==> config.mk <==
export PLATFORM = sky130hd
export DESIGN_NAME = mem_bus_arbiter
export DESIGN_NICKNAME = d
export VERILOG_FILES = /design/src/rtl/mem_arb_pkg.sv /design/src/rtl/mem_arb_prio.sv /design/src/rtl/mem_bus_arbiter.sv
export SDC_FILE = /design/constraint.sdc
export NUM_CORES = 1
export LEC_CHECK = 0
export BUFFER_PORTS_ARGS = -buffer_cell sky130_fd_sc_hd__buf_2
export CORE_UTILIZATION = 40
export DETAILED_ROUTE_END_ITERATION = 10
export HOLD_SLACK_MARGIN = 0.05
export PLACE_DENSITY = 0.77
export SYNTH_ARGS = -nofsm -noshare
export SYNTH_HDL_FRONTEND = slang
export SYNTH_SLANG_ARGS = --single-unit
==> constraint.sdc <==
create_clock -name ph1 -period 2 [get_ports ph1]
set_clock_uncertainty 0.05 [all_clocks]
set_input_delay 0.4 -clock ph1 [delete_from_list [all_inputs] [get_ports ph1]]
set_output_delay 0.4 -clock ph1 [all_outputs]
set_load 0.03 [all_outputs]
==> src/rtl/mem_arb_pkg.sv <==
// rtl/mem_arb_pkg.sv - shared types and constants for the memory bus arbiter
package mem_arb_pkg;

  typedef enum logic [1:0] {
    IDLE  = 2'd0,
    ISSUE = 2'd1,
    RESP  = 2'd2
  } arb_state_t;

  typedef enum logic {
    REQ_CPU = 1'b0,
    REQ_DBG = 1'b1
  } req_id_t;

  localparam logic [15:0] ROM_BASE_DEFAULT = 16'hF000;

endpackage

==> src/rtl/mem_arb_prio.sv <==
// rtl/mem_arb_prio.sv - requester pick; MEM_ARB_ROUND_ROBIN_EN adds the last-grant pointer
module mem_arb_prio
  import mem_arb_pkg::*;
(
`ifdef MEM_ARB_ROUND_ROBIN_EN
  input  logic clk,
  input  logic rst,
  input  logic grant_en,
`endif
  input  logic cpu_elig,
  input  logic dbg_elig,
  output logic any_elig,
  output logic win_dbg
);

  assign any_elig = cpu_elig || dbg_elig;

`ifdef MEM_ARB_ROUND_ROBIN_EN
  // prio_q names the requester that wins the next tie, i.e. the one not granted last
  req_id_t prio_q, prio_d;

  assign win_dbg = dbg_elig && (!cpu_elig || (prio_q == REQ_DBG));

  always_comb begin
    prio_d = prio_q;
    if (grant_en && any_elig) begin
      prio_d = win_dbg ? REQ_CPU : REQ_DBG;
    end
  end

  always_ff @(posedge clk or posedge rst) begin
    if (rst) begin
      prio_q <= REQ_CPU;
    end else begin
      prio_q <= prio_d;
    end
  end
`else
  assign win_dbg = dbg_elig && !cpu_elig;
`endif

endmodule

==> src/rtl/mem_bus_arbiter.sv <==
// rtl/mem_bus_arbiter.sv - CPU/debug arbiter for the single-ported RAM/ROM memory
// Tie policy: fixed CPU priority, or round robin when MEM_ARB_ROUND_ROBIN_EN is defined.
module mem_bus_arbiter
  import mem_arb_pkg::*;
#(
  parameter int ADDR_W = 16,
  parameter int DATA_W = 8,
  parameter logic [ADDR_W-1:0] ROM_BASE = ROM_BASE_DEFAULT
) (
  input  logic              ph1,
  input  logic              reset,
  input  logic              cpu_req,
  input  logic              cpu_we,
  input  logic [ADDR_W-1:0] cpu_addr,
  input  logic [DATA_W-1:0] cpu_wdata,
  output logic [DATA_W-1:0] cpu_rdata,
  output logic              cpu_ack,
  input  logic              dbg_req,
  input  logic              dbg_we,
  input  logic [ADDR_W-1:0] dbg_addr,
  input  logic [DATA_W-1:0] dbg_wdata,
  output logic [DATA_W-1:0] dbg_rdata,
  output logic              dbg_ack,
  output logic              mem_en,
  output logic              mem_we,
  output logic [ADDR_W-1:0] mem_addr,
  output logic [DATA_W-1:0] mem_wdata,
  input  logic [DATA_W-1:0] mem_rdata,
  output logic              rom_wr_err
);

  arb_state_t        state_q, state_d;
  req_id_t           id_q, id_d;
  logic              we_q, we_d;
  logic [ADDR_W-1:0] addr_q, addr_d;
  logic [DATA_W-1:0] wdata_q, wdata_d;

  logic grant_en, any_elig, win_dbg, rom_hit;
  logic cpu_elig, dbg_elig;
  logic [DATA_W-1:0] rsp_data;

  // The port being acked still holds req during RESP; it must not win again.
  assign cpu_elig = cpu_req && !((state_q == RESP) && (id_q == REQ_CPU));
  assign dbg_elig = dbg_req && !((state_q == RESP) && (id_q == REQ_DBG));
  assign grant_en = (state_q == IDLE) || (state_q == RESP);
  assign rom_hit  = (addr_q >= ROM_BASE);

  mem_arb_prio u_prio (
`ifdef MEM_ARB_ROUND_ROBIN_EN
    .clk      (ph1),
    .rst      (reset),
    .grant_en (grant_en),
`endif
    .cpu_elig (cpu_elig),
    .dbg_elig (dbg_elig),
    .any_elig (any_elig),
    .win_dbg  (win_dbg)
  );

  always_ff @(posedge ph1 or posedge reset) begin
    if (reset) begin
      state_q <= IDLE;
      id_q    <= REQ_CPU;
      we_q    <= 1'b0;
      addr_q  <= '0;
      wdata_q <= '0;
    end else begin
      state_q <= state_d;
      id_q    <= id_d;
      we_q    <= we_d;
      addr_q  <= addr_d;
      wdata_q <= wdata_d;
    end
  end

  always_comb begin
    state_d = state_q;
    id_d    = id_q;
    we_d    = we_q;
    addr_d  = addr_q;
    wdata_d = wdata_q;
    case (state_q)
      IDLE:    state_d = any_elig ? ISSUE : IDLE;
      ISSUE:   state_d = RESP;
      RESP:    state_d = any_elig ? ISSUE : IDLE;
      default: state_d = IDLE;
    endcase
    if (grant_en && any_elig) begin
      id_d    = win_dbg ? REQ_DBG : REQ_CPU;
      we_d    = win_dbg ? dbg_we : cpu_we;
      addr_d  = win_dbg ? dbg_addr : cpu_addr;
      wdata_d = win_dbg ? dbg_wdata : cpu_wdata;
    end
  end

  assign mem_addr  = addr_q;
  assign mem_wdata = wdata_q;

  always_comb begin
    mem_en     = 1'b0;
    mem_we     = 1'b0;
    cpu_ack    = 1'b0;
    dbg_ack    = 1'b0;
    cpu_rdata  = '0;
    dbg_rdata  = '0;
    rom_wr_err = 1'b0;
    rsp_data   = we_q ? '0 : mem_rdata;
    case (state_q)
      ISSUE: begin
        mem_en = 1'b1;
        mem_we = we_q && !rom_hit;
      end
      RESP: begin
        rom_wr_err = we_q && rom_hit;
        if (id_q == REQ_CPU) begin
          cpu_ack   = 1'b1;
          cpu_rdata = rsp_data;
        end else begin
          dbg_ack   = 1'b1;
          dbg_rdata = rsp_data;
        end
      end
      default: ;
    endcase
  end

endmodule
==> metrics.csv, run 1 <==
metric;value;unit
netlist_area;0.00156;sq mm
r2r_slack;100;ps
finalSetupTns;0;ps
postLayoutCoreUtil;0.607;
place_ws;137;ps
synthToLayoutAreaGrowth;43.8;%
ir_drop;0.785;mV
numPortBuffers;106;
numCtsBuffers;3;
antenna_cells;0;
vias;1368;
die_x;64.4;um
slowest_stage;dfrtp_1;
max_stage_delay;440;ps
avgSynthCellArea;12.4;sq um
synth_common_cells;mux2_2, dfrtp_1, nor2_1;
num_rows;22;
grt_use_total;0.188;
core_area;0.00369;sq mm
post-place-cells;281;
synth_area_leaders;dfrtp_1, mux2_2, nor2_1, nand2b_1, buf_6;
dr.pass1.iters;4;
fin_crit;1920;ps
crit_type;reg -> out;
gp_congestion;0.727;
period_share;0.961;
antenna_found_initial;0;
syn_nets;187;
finalMaxSlewViolations;0;
cts_sinks;28;
p_leak;0.00115;uW
vias_per_cell;4.82;
grt_pass1_vias;1408;
drt_iter0_markers;24;
drc;0;
required;1550;ps
path_clk_slew;90;ps
drive_above_1_share;0.720;
max_slew.worst_pin.slew;347;ps
initial_core_util;0.422;
cts_tree;built;
final_cell_count_no_fill;284;
die_h;64.4;um
cts-htree-levels;1;
placed_area;0.00217;sq mm
stdcell_area;0.00224;sq mm
maxCapViolations;0;
power-per-cell-area;1470;mW/mm^2
cts-root-buf;clkbuf_8;
path_cells;nand3b_2 -> buf_4 -> nor2_1 -> buf_2;
endpoint_kind;output port;
num-nets-final;300;
synth.largest_area_cell;dfrtp_1;
synthFlopType;dfrtp_1;
fill_cells;332;
synth_top_area_share;0.451;
grt_pass1_wl;6030;um
hold_viol;0;
startpoint_type;flop;
ys_seq_area_frac;0.451;
hp-class;in -> async;
syn_inst;125;
synth_seq_cells;28;
synth_most_common_cell;mux2_2;
postCtsHoldBufs;0;
gr-total-overflow;0;
ys_types;18;
die_area;0.00414;sq mm
ant_nets;0;
finalSetupViolCount;0;
crit_family;flip-flops;
max_freq;521;MHz
status;finished, final reports clean;
ys_warn_count;0;
async_reset_ff_frac;1.00;
crit_fanout;9;
dp_hpwl;2810;um
ios;107;
wl_per_cell;12.5;um
wl;3560;um
grt_max_degree;29;
clkLatencyLatePin;260;ps
path_buf_inv;2;
clockBufferDepth;2;
synth-edff-count;0;
cp.arrival;1470;ps
timing.slew.headroom;0.769;
setup_slack;78.9;ps
rsz0062_at_grt;false;
## logic make-up (layout without fill, tap and decap cells)
group | after synthesis | after routing | share of synthesized area
flops | 28 | 28 | 0.451
buf+inv | 10 | 121 | 0.0434
mux | 50 | 50 | 0.362
simple gates | 33 | 33 | 0.106
compound gates | 4 | 4 | 0.0378
## layout by cell type (no fill, tap or decap), drive strengths merged
master  synthesis  final
nor2b           1      1
a21oi           1      1
mux2           50     50
inv             5      5
dfrtp          28     28
clkbuf          1      5
nand3b          1      1
and2b           1      1
a311oi          1      1
buf             4    111
nand2           2      2
nand4           1      1
o211ai          1      1
and3            1      1
o22ai           1      1
nand2b          9      9
nor2           17     17
## sequential cells by signal, summed over array words and instances (netlist names)
name / cells
state_q: 2
mem_addr: 16
id_q: 1
we_q: 1
mem_wdata: 8
## per-stage QoR
step	total power [uW]	hold slack [ps]
final	3290	126
after global routing	3490	160
after global placement	2970	431
after CTS	3320	134
after detailed placement	3010	436
after floorplan	2440	415
## power breakdown
group / switching, uW / total, uW / internal (uW)
logic: 1150 / 1950 / 809
clock network: 160 / 295 / 135
registers: 183 / 1040 / 855
total: 1490 / 3290 / 1800
## worst paths after layout
| path | to | from | depth (start not counted) |
|---|---|---|---|
| max in group asynchronous | mem_addr[4] | reset | 3 |
| hold reg to reg | mem_wdata[6] | mem_wdata[6] | 1 |
| setup / recovery | dbg_rdata[6] | state_q[0] | 4 |
| hold / removal | mem_wdata[0] | reset | 3 |
| min in group ph1 | mem_addr[8] | dbg_addr[8] | 3 |
| setup reg to reg | we_q | state_q[0] | 5 |
## worst reg2reg max path: cells and delay by family (launching register included)
family | cells | cell delay [ps]
buffers and inverters | 1 | 210
AND/OR/NAND/NOR | 1 | 290
flip-flops | 1 | 440
multiplexers | 2 | 610
AO/OA/AOI/OAI | 1 | 200
## layout make-up
type | count | area, sq um | share of cell area
clock buffers | 3 | 41.3 | 0.0185
flip-flops and latches | 28 | 701 | 0.313
multi-input cells | 87 | 801 | 0.358
repair buffers | 113 | 616 | 0.275
well taps | 48 | 60.1 | 0.0268
inverters | 5 | 18.8 | 0.00839
## layer usage
metal,global-route usage,up-vias,part of all wire
met5,0,-,0
met4,0.0667,0,0.0062
met3,0.0446,2,0.082
met2,0.357,61,0.53
met1,0.199,652,0.38
li1,-,653,-
## timing repair
item	CTS	global route
setup buffers	0	0
endpoints found under the setup margin	8	3
gates resized for setup	3	5
(Power assumes the default switching activity.)
==> inputs of run 2 (changes only) <==
--- a/config.mk
+++ b/config.mk
@@ -5,11 +5,12 @@
 export SDC_FILE = /design/constraint.sdc
 export NUM_CORES = 1
 export LEC_CHECK = 0
+export ABC_AREA = 1
 export BUFFER_PORTS_ARGS = -buffer_cell sky130_fd_sc_hd__buf_2
-export CORE_UTILIZATION = 40
+export CORE_UTILIZATION = 39
 export DETAILED_ROUTE_END_ITERATION = 10
 export HOLD_SLACK_MARGIN = 0.05
-export PLACE_DENSITY = 0.77
+export PLACE_DENSITY = 0.76
 export SYNTH_ARGS = -nofsm -noshare
 export SYNTH_HDL_FRONTEND = slang
 export SYNTH_SLANG_ARGS = --single-unit
==> constraint.sdc (replaced) <==
create_clock -name ph1 -period 1.6 [get_ports ph1]
set_clock_uncertainty 0.05 [all_clocks]
set_input_delay 0.32 -clock ph1 [delete_from_list [all_inputs] [get_ports ph1]]
set_output_delay 0.32 -clock ph1 [all_outputs]
set_load 0.03 [all_outputs]
==> run 2 against run 1 <==
- the run now ends with setup timing left
- final cell count grew 49%
- critical path depth is the same
- sequential share of layout area shrank 5.2 points
- hold slack lost 82 ps
- critical endpoint is now mem_we
- combinational power grew 41%
- routed wire length grew 50%
- highest routed layer unchanged
- via count grew 49%
==> metrics.csv, run 2 <==
metric;value;unit;change
netlist_area;0.00172;sq mm;+10%
drt_iter0_markers;133;;+450%
layout_commonest_cell;buf_2;;
synth.largest_area_cell;dfrtp_1;;
power;4630;uW;+41%
avgSynthCellArea;6.65;sq um;-47%
grt_use_total;0.208;;+0.0199
cts-root-buf;clkbuf_8;;
synth_top_area_share;0.408;;-0.0421
placed_area;0.00231;sq mm;+6.4%
crit_type;reg -> out;;
ir_drop;0.844;mV;+7.5%
synthToLayoutAreaGrowth;57.1;%;
crit_fanout;7;;-2
setup_slack;-47.6;ps;-126 ps
slowest_stage;dfrtp_2;;
max_stage_delay;420;ps;-20 ps
cp.arrival;1280;ps;-190 ps
synth_most_common_cell;nand2_1;;
clockBufferDepth;2;;unchanged
dr.pass1.iters;4;;unchanged
path_buf_inv;2;;unchanged
max_freq;607;MHz;
violations;setup timing;;
fill_cells;353;;+6.3%
grt_pass1_wl;7170;um;+19%
finalSetupViolCount;17;;+17
synth_seq_cells;28;;unchanged
syn_inst;258;;+110%
drive_above_1_share;0.424;;-0.297
status;finished with violations;;
cts_tree;built;;
power-per-cell-area;1720;mW/mm^2;+17%
startpoint_type;flop;;
ys_warn_count;0;;unchanged
numPortBuffers;106;;unchanged
max_slew.worst_pin.slew;375;ps;+27.6 ps
gr-total-overflow;0;;unchanged
hold_viol;0;;unchanged
vias;2043;;+49%
required;1230;ps;-320 ps
ys_types;17;;-1
die_x;68.3;um;+6.2%
synthFlopType;dfrtp_1;;
clkLatencyLatePin;270;ps;about the same
vias_per_cell;4.83;;+0.27%
ys_seq_area_frac;0.408;;-0.0421
path_clk_slew;110;ps;+20 ps
crit_family;flip-flops;;
finalSetupTns;-532;ps;-532 ps
grt_max_degree;29;;unchanged
gp_congestion;0.775;;+6.7%
synth_area_leaders;dfrtp_1, nand2_1, nand3_1, inv_1, nor2_1;;
cts-htree-levels;1;;unchanged
num-nets-final;436;;+45%
hp-class;in -> async;;
ant_nets;0;;unchanged
largest_reg_flops;16;;unchanged
endpoint_kind;output port;;
die_h;68.3;um;+6.2%
antenna_found_initial;0;;unchanged
stdcell_area;0.00270;sq mm;+20%
cts_sinks;28;;unchanged
ios;107;;unchanged
r2r_cells;7;;+2
async_reset_ff_frac;1.00;;unchanged
rsz0062_at_grt;true;;
maxCapViolations;0;;unchanged
drc;0;;unchanged
numCtsBuffers;3;;unchanged
timing.slew.headroom;0.750;;-0.0184
die_area;0.00467;sq mm;+13%
wl_per_cell;12.6;um;+0.41%
wl;5330;um;+50%
synth_common_cells;nand2_1, inv_1, nand3_1;;
dp_hpwl;3420;um;+22%
period_share;1.03;;
synth-edff-count;0;;unchanged
initial_core_util;0.417;;-0.00480
grt_pass1_vias;1656;;+18%
antenna_cells;0;;unchanged
layout_common_cells;buf_2, nand2_1, inv_1, nand3_1, dfrtp_1;;
num_rows;23;;+4.5%
path_cells;clkinv_4 -> nor2_4 -> and3_4 -> buf_6;;
finalMaxSlewViolations;0;;unchanged
core_area;0.00412;sq mm;+12%
fin_crit;1650;ps;
syn_nets;320;;+71%
p_leak;0.00161;uW;+41%
worst-path-stages;4;;unchanged
## run 2: what timing repair did
item,4_1_cts,5_1_grt
setup endpoints to repair,20,45
pin swaps,2,3
hold buffers,0,0
gates cloned,2,0
resized for setup,37,44
setup buffers,1,3
## run 2: report_power, final
group	leakage [uW]	internal, uW	total, uW	switching [uW]
clock	0.0000357	335	567	232
sequential	0.000336	1060	1310	252
combinational	0.00124	894	2750	1860
total	0.00161	2290	4630	2340
## run 2: metrics by stage
step / std cells / utilization / setup WS, ps / hold WS [ps]
floorplan: 258 / - / 51.4 / 335
global placement: 413 / 0.562 / 73.4 / 360
detailed placement: 413 / 0.562 / 26.8 / 363
CTS: 420 / 0.615 / -55.3 / 55.8
global route: 423 / 0.655 / -106 / 65.8
finish: 423 / 0.655 / -47.6 / 43.5
## run 2: layout make-up
type | count | area [sq um] | area share
multi-input combinational | 164 | 850 | 0.315
timing repair buffer | 119 | 777 | 0.288
sequential | 28 | 704 | 0.261
inverter | 58 | 230 | 0.0854
tap | 50 | 62.6 | 0.0232
clock buffer | 3 | 41.3 | 0.0153
clock inverter | 1 | 30.0 | 0.0111
## run 2: worst register-to-register path: stages (launching register included)
cell	delay [ps]
dfrtp_2	450
buf_12	150
nand3_4	140
nand2_2	120
a21oi_4	230
inv_4	150
nand2_1	90
nand2_1	60
## run 2: final timing paths
check | start | to | slack, ps
worst max-delay path | state_q[0] | mem_we | -50
worst min-delay path | reset | mem_addr[12] | 40
worst max register to register | state_q[1] | mem_wdata[7] | 50
worst min register to register | mem_addr[4] | mem_addr[4] | 430
max in group asynchronous | reset | state_q[1] | 1150
min in group ph1 | cpu_addr[12] | mem_addr[12] | 290
## run 2: cells by family (layout without fill, tap and decap cells)
kind of cell / count (synthesis) / after routing / synth area share
and+or+nand+nor: 160 / 162 / 0.414
buffers and inverters: 68 / 181 / 0.165
DFF: 28 / 28 / 0.408
AOI/OAI and AO/OA: 2 / 2 / 0.0124
## run 2: layer usage
| layer | wire (um) | global-route usage | vias to the layer above |
|---|---|---|---|
| met3 | 310 | 0.0267 | 12 |
| met1 | 2240 | 0.249 | 935 |
| met5 | 0 | 0 | - |
| met2 | 2660 | 0.370 | 90 |
| met4 | 121 | 0.0859 | 0 |
| li1 | - | - | 1006 |
==> inputs of run 3 (changes only) <==
--- a/config.mk
+++ b/config.mk
@@ -11,6 +11,7 @@
 export DETAILED_ROUTE_END_ITERATION = 10
 export HOLD_SLACK_MARGIN = 0.05
 export PLACE_DENSITY = 0.76
+export SETUP_SLACK_MARGIN = 0.02
 export SYNTH_ARGS = -nofsm -noshare
 export SYNTH_HDL_FRONTEND = slang
 export SYNTH_SLANG_ARGS = --single-unit
==> run 3 against run 2 <==
- the run still ends with setup timing left
- combinational power rose by 4%
- first-iteration DRC count did not move
- fmax fell by 1.6%
- routed wire length barely moved
- global-route usage barely moved
- non-clock buffer count rose by 3
- register-to-register slack barely moved
- worst setup slack got worse by 27 ps
- critical path depth did not move
- die area did not move
==> metrics.csv, run 3 (same netlist as run 2, synthesis figures left out) <==
metric;value;unit;change
numCtsBuffers;3;;unchanged
fin_crit;1670;ps;+26.9 ps
endpoint_kind;output port;;
gr-total-overflow;0;;unchanged
final_cell_count_no_fill;426;;+0.71%
drt_iter0_markers;133;;unchanged
antenna_cells;0;;unchanged
synthToLayoutAreaGrowth;59.8;%;
die_area;0.00467;sq mm;unchanged
drive_above_1_share;0.428;;+0.00460
finalMaxSlewViolations;0;;unchanged
drc;0;;unchanged
wl_per_cell;12.5;um;-0.78%
postLayoutCoreUtil;0.666;;+0.0112
wl;5320;um;about the same
period_share;1.05;;+0.0168
p_leak;0.00164;uW;+1.5%
place_ws;26.8;ps;unchanged
path_clk_slew;100;ps;about the same
max_slew.worst_pin.slew;375;ps;+0.693 ps
rsz0062_at_grt;true;;
max_freq;597;MHz;-1.6%
setup_slack;-74.5;ps;-26.9 ps
maxCapViolations;0;;unchanged
ant_nets;0;;unchanged
cts-root-buf;clkbuf_8;;
layout_common_cells;buf_2, nand2_1, inv_1, nand3_1, dfrtp_1;;
crit_type;reg -> out;;
layout_commonest_cell;buf_2;;
antenna_found_initial;0;;unchanged
hold_ws;45.9;ps;+2.40 ps
power-per-cell-area;1720;mW/mm^2;+0.28%
cts-htree-levels;1;;unchanged
r2r_slack;60;ps;about the same
grt_pass1_vias;1663;;+0.42%
grt_use_total;0.208;;+0.000351
hp-class;in -> async;;
cts_tree;built;;
clockBufferDepth;2;;unchanged
clkLatencyLatePin;270;ps;about the same
r2r_cells;8;;+1
timing.slew.headroom;0.750;;about the same
grt_max_degree;29;;unchanged
startpoint_type;flop;;
dp_hpwl;3420;um;unchanged
die_x;68.3;um;unchanged
hold_viol;0;;unchanged
required;1230;ps;about the same
num_rows;23;;unchanged
numPortBuffers;106;;unchanged
cp.arrival;1300;ps;+20 ps
cts_sinks;28;;unchanged
ios;107;;unchanged
status;finished with violations;;
fill_cells;342;;-3.1%
vias_per_cell;4.76;;-1.5%
crit_fanout;7;;unchanged
dr.pass1.iters;4;;unchanged
postCtsHoldBufs;0;;unchanged
cp-startpoint;state_q[0];;
violations;setup timing;;
die_h;68.3;um;unchanged
reg2reg_from;state_q[1];;
finalSetupViolCount;17;;unchanged
largest_reg_flops;16;;unchanged
post-place-cells;413;;unchanged
vias;2027;;-0.78%
reg2reg_to;we_q;;
num-nets-final;439;;+0.69%
core_area;0.00412;sq mm;unchanged
gp_congestion;0.775;;unchanged
ir_drop;0.852;mV;+1.0%
initial_core_util;0.417;;unchanged
power;4730;uW;+2.0%
grt_pass1_wl;7180;um;+0.18%
[run 3: cell types whose count changed in the layout (fill, tap and decap cells not counted), sizes merged]
cell,change
clkbuf,+1
buf,+2
[run 3: per-stage QoR]
step	TNS, ps	area [sq um]
2_1_floorplan	0	1720
3_5_place_dp	0	2310
6_report	-580	2740
3_3_place_gp	0	2310
5_1_grt	-1560	2740
4_1_cts	-648	2530
[run 3: how the worst max path moves through the flow]
stage              endpoint  slack [ps]  cells past startpoint
6_report       dbg_rdata[3]         -70                      4
3_3_place_gp   mem_wdata[4]          70                      7
4_1_cts        cpu_rdata[4]         -60                      4
5_1_grt        dbg_rdata[3]        -110                      4
3_5_place_dp   mem_wdata[5]          30                      7
2_1_floorplan        mem_we          50                      2
[run 3: power breakdown]
group / internal [uW] / switching (uW)
logic: 968 / 1880
registers: 1060 / 252
clock network: 335 / 229
total: 2360 / 2360
[run 3: cell type report]
cell class	count	area, sq um	share of cell area
multi-input cells	164	850	0.310
repair buffers	122	821	0.299
flip-flops and latches	28	704	0.257
inverters	58	233	0.0849
well taps	50	62.6	0.0228
clock buffers	3	41.3	0.0151
clock inverters	1	30.0	0.0110
[run 3: worst max-delay path, cell delays in order, from the launching register on]
cell,delay (ps)
dfrtp_2,450
clkinv_4,120
nand3_4,150
nor2_2,160
buf_6,150
[run 3: timing repair]
action | in CTS | in global routing
setup endpoints to repair | 21 | 46
gates cloned | 2 | 1
resized for setup | 38 | 45
pin swaps | 2 | 3
setup buffers | 1 | 5
[run 3: per-layer routing]
layer,GRT usage,part of all wire,wire length [um],vias up
met1,0.249,0.42,2210,914
li1,-,-,-,1015
met5,0,0,0,-
met4,0.0859,0.027,146,0
met2,0.371,0.50,2660,86
met3,0.0267,0.057,301,12
